[src/rtl/branch_tracker_pkg.sv]
// Shared sizing, state encoding and entry layout for the branch tracker.
// Latency: n/a (types and constants only).
// Backpressure: n/a.
package branch_tracker_pkg;

  localparam int BR_DEPTH = 4;
  localparam int BR_TAG_W = 2;
  localparam int BR_CNT_W = 3;
  localparam int PC_W     = 16;

  typedef enum logic {
    NORMAL  = 1'b0,
    RECOVER = 1'b1
  } br_state_e;

  typedef logic [BR_TAG_W-1:0] br_tag_t;

  typedef struct packed {
    logic            valid;
    logic            resolved;
    logic [PC_W-1:0] alt_pc;
  } br_entry_t;

  // Age of a tag relative to the oldest in-flight branch (head); 0 = oldest.
  // Relies on the 2-bit tag wrapping naturally modulo the depth.
  function automatic br_tag_t tag_age(input br_tag_t tag, input br_tag_t head);
    return br_tag_t'(tag - head);
  endfunction

endpackage

[src/rtl/branch_entry_file.sv]
// Storage for the in-flight branch entries: {valid, resolved, alt_pc} per tag.
// Latency: writes/clears take effect at the next edge; read port is combinational.
// Backpressure: none; the tracker guarantees one write per tag per cycle.
// Ports:
//   wr_en_i/wr_tag_i/wr_pc_i  allocate an entry (valid=1, resolved=0)
//   res_en_i/res_tag_i        mark an entry resolved
//   free_en_i/free_tag_i      retire the head entry
//   clr_mask_i                squash a set of entries on mispredict
//   rd_tag_i/rd_pc_o          recovery-PC read port
//   valid_o/resolved_o        per-entry status flags
module branch_entry_file
  import branch_tracker_pkg::*;
(
  input  logic                clk,
  input  logic                rst_n,
  input  logic                wr_en_i,
  input  br_tag_t             wr_tag_i,
  input  logic [PC_W-1:0]     wr_pc_i,
  input  logic                res_en_i,
  input  br_tag_t             res_tag_i,
  input  logic                free_en_i,
  input  br_tag_t             free_tag_i,
  input  logic [BR_DEPTH-1:0] clr_mask_i,
  input  br_tag_t             rd_tag_i,
  output logic [PC_W-1:0]     rd_pc_o,
  output logic [BR_DEPTH-1:0] valid_o,
  output logic [BR_DEPTH-1:0] resolved_o
);

  br_entry_t ent_q [BR_DEPTH];
  br_entry_t ent_d [BR_DEPTH];

  // Clears win over writes: a squashed or retired slot never sees a
  // same-cycle write because the tracker blocks allocation on mispredict
  // and tail never equals a valid head.
  always_comb begin
    for (int i = 0; i < BR_DEPTH; i++) begin
      ent_d[i] = ent_q[i];
      if (clr_mask_i[i] || (free_en_i && free_tag_i == br_tag_t'(i))) begin
        ent_d[i].valid    = 1'b0;
        ent_d[i].resolved = 1'b0;
      end else if (wr_en_i && wr_tag_i == br_tag_t'(i)) begin
        ent_d[i].valid    = 1'b1;
        ent_d[i].resolved = 1'b0;
        ent_d[i].alt_pc   = wr_pc_i;
      end else if (res_en_i && res_tag_i == br_tag_t'(i)) begin
        ent_d[i].resolved = 1'b1;
      end
    end
  end

  always_ff @(posedge clk or negedge rst_n) begin
    if (!rst_n) begin
      for (int i = 0; i < BR_DEPTH; i++) begin
        ent_q[i] <= '0;
      end
    end else begin
      for (int i = 0; i < BR_DEPTH; i++) begin
        ent_q[i] <= ent_d[i];
      end
    end
  end

  always_comb begin
    for (int i = 0; i < BR_DEPTH; i++) begin
      valid_o[i]    = ent_q[i].valid;
      resolved_o[i] = ent_q[i].resolved;
    end
    rd_pc_o = ent_q[rd_tag_i].alt_pc;
  end

endmodule

[src/rtl/branch_tracker.sv]
// Tracks up to 4 in-flight conditional branches; retires in order, flushes younger on mispredict.
// Latency: alloc_ack combinational; state, has_mispredict/pc_recovery/flush_mask one edge after resolve.
// Backpressure: alloc refused (alloc_ack=0, dropped) when full, in RECOVER, or on a same-cycle mispredict.
// Ports:
//   alloc_vld/alloc_pc_alt -> alloc_tag/alloc_ack     decode-side allocation
//   resolve_vld/resolve_tag/resolve_mispred            execute-side resolution
//   brch_full, brch_cnt                                occupancy
//   has_mispredict, pc_recovery, flush_mask            one-cycle recovery pulse
module branch_tracker
  import branch_tracker_pkg::*;
(
  input  logic                clk,
  input  logic                rst_n,
  input  logic                alloc_vld,
  input  logic [PC_W-1:0]     alloc_pc_alt,
  output logic [BR_TAG_W-1:0] alloc_tag,
  output logic                alloc_ack,
  input  logic                resolve_vld,
  input  logic [BR_TAG_W-1:0] resolve_tag,
  input  logic                resolve_mispred,
  output logic                brch_full,
  output logic                has_mispredict,
  output logic [PC_W-1:0]     pc_recovery,
  output logic [BR_DEPTH-1:0] flush_mask,
  output logic [BR_CNT_W-1:0] brch_cnt
);

  br_tag_t             head_q, head_d;
  br_tag_t             tail_q, tail_d;
  logic [BR_CNT_W-1:0] cnt_q, cnt_d;

  br_state_e           state_q;
  logic                mispredict_q;
  logic [PC_W-1:0]     pc_rec_q;
  logic [BR_DEPTH-1:0] flush_q;

  logic [BR_DEPTH-1:0] ent_vld;
  logic [BR_DEPTH-1:0] ent_res;
  logic [PC_W-1:0]     rd_pc;

  logic                res_hit;
  logic                mispred;
  logic                set_res;
  logic                free_en;
  br_tag_t             mis_age;
  logic [BR_DEPTH-1:0] flush_d;

  // Resolves against empty slots (never allocated or already squashed) are ignored.
  assign res_hit = resolve_vld & ent_vld[resolve_tag];
  assign mispred = res_hit & resolve_mispred;
  assign set_res = res_hit & ~resolve_mispred;

  // Retire the head when resolved, unless the head itself is being squashed.
  assign free_en = ent_vld[head_q] & ent_res[head_q] & ~(mispred & (resolve_tag == head_q));

  assign mis_age = tag_age(resolve_tag, head_q);

  // Squash the mispredicted branch and every valid branch younger than it.
  // Comparing ages (not raw tags) handles wrap and the full-buffer case.
  always_comb begin
    for (int i = 0; i < BR_DEPTH; i++) begin
      flush_d[i] = ent_vld[i] & (tag_age(br_tag_t'(i), head_q) >= mis_age);
    end
  end

  assign brch_full = (cnt_q == BR_CNT_W'(BR_DEPTH));
  assign brch_cnt  = cnt_q;
  assign alloc_tag = tail_q;
  assign alloc_ack = alloc_vld & ~brch_full & (state_q == NORMAL) & ~mispred;

  always_comb begin
    head_d = head_q + br_tag_t'(free_en);
    if (mispred) begin
      tail_d = resolve_tag;
      // Survivors are exactly the entries older than the mispredicted one.
      cnt_d  = BR_CNT_W'(mis_age) - BR_CNT_W'(free_en);
    end else begin
      tail_d = tail_q + br_tag_t'(alloc_ack);
      cnt_d  = cnt_q + BR_CNT_W'(alloc_ack) - BR_CNT_W'(free_en);
    end
  end

  always_ff @(posedge clk or negedge rst_n) begin
    if (!rst_n) begin
      head_q <= '0;
      tail_q <= '0;
      cnt_q  <= '0;
    end else begin
      head_q <= head_d;
      tail_q <= tail_d;
      cnt_q  <= cnt_d;
    end
  end

  // Recovery FSM: RECOVER lasts exactly the has_mispredict cycle so that
  // wrong-path branches still sitting in decode are refused.
  always_ff @(posedge clk or negedge rst_n) begin
    if (!rst_n) begin
      state_q      <= NORMAL;
      mispredict_q <= 1'b0;
      pc_rec_q     <= '0;
      flush_q      <= '0;
    end else if (mispred) begin
      state_q      <= RECOVER;
      mispredict_q <= 1'b1;
      pc_rec_q     <= rd_pc;
      flush_q      <= flush_d;
    end else begin
      state_q      <= NORMAL;
      mispredict_q <= 1'b0;
      pc_rec_q     <= '0;
      flush_q      <= '0;
    end
  end

  assign has_mispredict = mispredict_q;
  assign pc_recovery    = pc_rec_q;
  assign flush_mask     = flush_q;

  branch_entry_file u_entries (
    .clk        (clk),
    .rst_n      (rst_n),
    .wr_en_i    (alloc_ack),
    .wr_tag_i   (tail_q),
    .wr_pc_i    (alloc_pc_alt),
    .res_en_i   (set_res),
    .res_tag_i  (resolve_tag),
    .free_en_i  (free_en),
    .free_tag_i (head_q),
    .clr_mask_i (mispred ? flush_d : '0),
    .rd_tag_i   (resolve_tag),
    .rd_pc_o    (rd_pc),
    .valid_o    (ent_vld),
    .resolved_o (ent_res)
  );

endmodule

[config.mk]
export PLATFORM = sky130hd
export DESIGN_NAME = branch_tracker
export DESIGN_NICKNAME = d
export VERILOG_FILES = /design/src/rtl/branch_tracker_pkg.sv /design/src/rtl/branch_entry_file.sv /design/src/rtl/branch_tracker.sv
export SDC_FILE = /design/constraint.sdc
export NUM_CORES = 1
export LEC_CHECK = 0
export ABC_AREA = 1
export ABC_CLOCK_PERIOD_IN_PS = 4000
export CAP_MARGIN = 15
export CORE_UTILIZATION = 30
export CTS_BUF_LIST = sky130_fd_sc_hd__clkbuf_16
export DETAILED_ROUTE_END_ITERATION = 12
export GPL_TIMING_DRIVEN = 0
export PLACE_DENSITY = 0.51
export SETUP_SLACK_MARGIN = 0.5
export SLEW_MARGIN = 20
export SYNTH_ARGS = -nofsm -noshare
export SYNTH_HDL_FRONTEND = slang
export SYNTH_SLANG_ARGS = --single-unit
[constraint.sdc]
create_clock -name clk -period 4 [get_ports clk]
set_clock_uncertainty 0.1 [all_clocks]
set_input_delay 1.2 -clock clk [delete_from_list [all_inputs] [get_ports clk]]
set_output_delay 1.2 -clock clk [all_outputs]
set_load 0.005 [all_outputs]
==> impl_metrics.toml <==
[yosys]
syn_area_um2 = 4940
yosysTopAreaCellShare_pct = 50.7
netlist_instances = 543
synth-seq-cells = 100
synth_fp_nets = 584
ys_warn_count = 0
synth_area_leaders = "dfrtp_1, nand2_1, nand4_1"
synthDistinctLibCells = 31
yosysSeqAreaShare_pct = 50.7
synth_area_leader_cell = "dfrtp_1"
synth.avg_cell_area_um2 = 9.09

[power_and_ir_drop]
ir_drop_mv = 0.238
p_leak_nw = 3.03
p_per_area_nw_per_um2 = 693
p_total_w = 0.00421

[worst_setup_path]
cp-end-kind = "primary output"
start_kind = "input port"
cp.required_ns = 2.70
critical_path_class = "in2out"
critPathArrivalTime_ns = 2.12
path_max_fanout = 3

[sta]
slew_violations = 0
min_period_over_period_pct = 85.6
finalSetupViolCount = 0
worstMarginPinSlew_ns = 0.696
clock.fmax_mhz = 292
hold_viol = 0
fin_ws_ns = 0.576
fin_hold_ws_ns = 0.371
fin_crit_ns = 3.42
rsz0062_at_grt = "false"
relSlewSlack_pct = 53.4

[layout]
drive_gt1_share_pct = 11.5
layout.nets = 652
num_antenna_cells = 0
syn_to_final_growth_pct = 23.2
mostFrequentLayoutCell = "nand2_1"
design_area_um2 = 6080
fillers = 1690
layout_common_cells = "nand2_1, dfrtp_1, nand4_1"

[clock_tree]
path_clk_slew_ns = 0.07
cts_buffer_depth = 2
cts_tree = "built"
clock_latency_ns = 0.36
cts_buffers = 9
htreeDepth = 3
cts_root_buf = "clkbuf_16"
cts_sinks = 100

[floorplan]
start_util_pct = 30.8
pin_count = 51
die_h_um = 130
rows = 46
dieWidth_um = 130
dieArea_um2 = 17000
coreArea_um2 = 16000

[drt]
drt_iter0_drc = 268
viasPerCell = 4.95
drt_first_pass_iters = 5
wire_per_inst_um = 17.1
num_vias = 4120
drcViolationCount = 0
drtAntennaViolNets = 0
routed_wirelength_um = 14200

[placement]
io_buffers = 49
placed_area_um2 = 5730
dpl_worst_slack_ns = -0.431
gp_congestion = 0.832
post-dp-hpwl_um = 9810

[grt]
track_usage_pct = 18.2
grt_pass1_wl_um = 22700
grt_max_degree = 69
grt_pass1_vias = 4051
antenna_found_initial = 0
grt_overflow = 0

[run_status]
status = "finished, final reports clean"

[min_path]
hp-class = "reg2reg"

[job]
drv_cap = 0
## registers in the layout (all words and copies together), names as in the netlist
name,count
head_q,2
has_mispredict,1
u_entries.ent_q,64
u_entries.valid_o,4
flush_mask,4
u_entries.resolved_o,4
alloc_tag,2
pc_recovery,16
brch_cnt,3
## metrics by stage
stage | TNS (ns) | std cells | util (%)
floorplan | 0 | 543 | -
global placement | -225.29 | 808 | 35.6
detailed placement | -3.91 | 809 | 35.8
CTS | 0 | 832 | 37.9
global route | 0 | 832 | 38.0
finish | 0 | 832 | 38.0
## power breakdown
| group | total, W | internal [W] | switching, W |
|---|---|---|---|
| combinational | 0.00172 | 0.000667 | 0.00106 |
| clock | 0.000860 | 0.000434 | 0.000427 |
| sequential | 0.00163 | 0.00140 | 0.000232 |
## worst paths after layout
| check | startpoint | to | slack (ns) | cells past startpoint |
|---|---|---|---|---|
| max in group asynchronous | rst_n | u_entries.ent_q[10] | 2.55 | 2 |
| min in group asynchronous | rst_n | pc_recovery[0] | 0.61 | 1 |
| setup / recovery | resolve_mispred | alloc_ack | 0.58 | 5 |
| setup reg to reg | head_q[0] | brch_cnt[2] | 1.31 | 12 |
| hold reg to reg | u_entries.ent_q[10] | u_entries.ent_q[10] | 0.37 | 2 |
| hold / removal | u_entries.ent_q[10] | u_entries.ent_q[10] | 0.37 | 2 |
## area by class of cell
class / instances / area, um^2 / share of cell area, %
buffer: 24 / 144 / 2.37
inverter: 38 / 158 / 2.59
sequential: 100 / 2500 / 41.2
timing repair buffer: 57 / 571 / 9.38
clock inverter: 7 / 60.1 / 0.988
multi-input combinational: 381 / 2150 / 35.4
clock buffer: 9 / 225 / 3.70
tap: 216 / 270 / 4.44
## cell usage after synthesis
cell type / instances
nand2_1: 203
dfrtp_1: 100
nand4_1: 64
inv_1: 33
ha_1: 17
a22oi_1: 16
a31oi_1: 16
buf_2: 13
nor2_1: 13
a21oi_1: 12
o21ai_0: 9
clkbuf_1: 5
nand3_4: 5
buf_6: 4
nand2_4: 4
nand3_1: 4
nand3_2: 4
nor2_8: 4
xnor2_1: 3
inv_2: 2
xor2_1: 2
buf_1: 1
buf_4: 1
clkinv_1: 1
clkinv_4: 1
fa_1: 1
inv_4: 1
nand2_2: 1
nand2_8: 1
nand4_2: 1
nor3b_4: 1
## logic make-up after synthesis
logic type               after synthesis  synth area share, %
AO/OA/AOI/OAI                         53                 6.59
XOR/XNOR                               5                0.887
adder cells (fa/ha/maj)               18                 4.71
buffers and inverters                 62                 5.88
flip-flops                           100                 50.7
AND/OR/NAND/NOR                      305                 31.2
## layer usage
layer	routed length, um	GRT usage [%]
met3	790	4.06
met5	0	0
met2	6420	27.5
met1	6680	25.2
met4	359	7.11
## worst max-delay path: stages
cell             delay [ns]
clkdlybuf4s50_1        0.56
nand3_4                0.13
nand2_8                0.09
inv_6                  0.03
buf_6                  0.10
## timing repair
| item | 4_1_cts | 5_1_grt |
|---|---|---|
| pin swaps | 3 | 2 |
| endpoints found under the hold margin | 0 | 0 |
| hold buffers | 0 | 0 |
| setup buffers | 7 | 0 |
| resized for setup | 9 | 7 |
| setup endpoints to repair | 66 | 32 |
No activity file was read; power rests on OpenSTA's default activity.
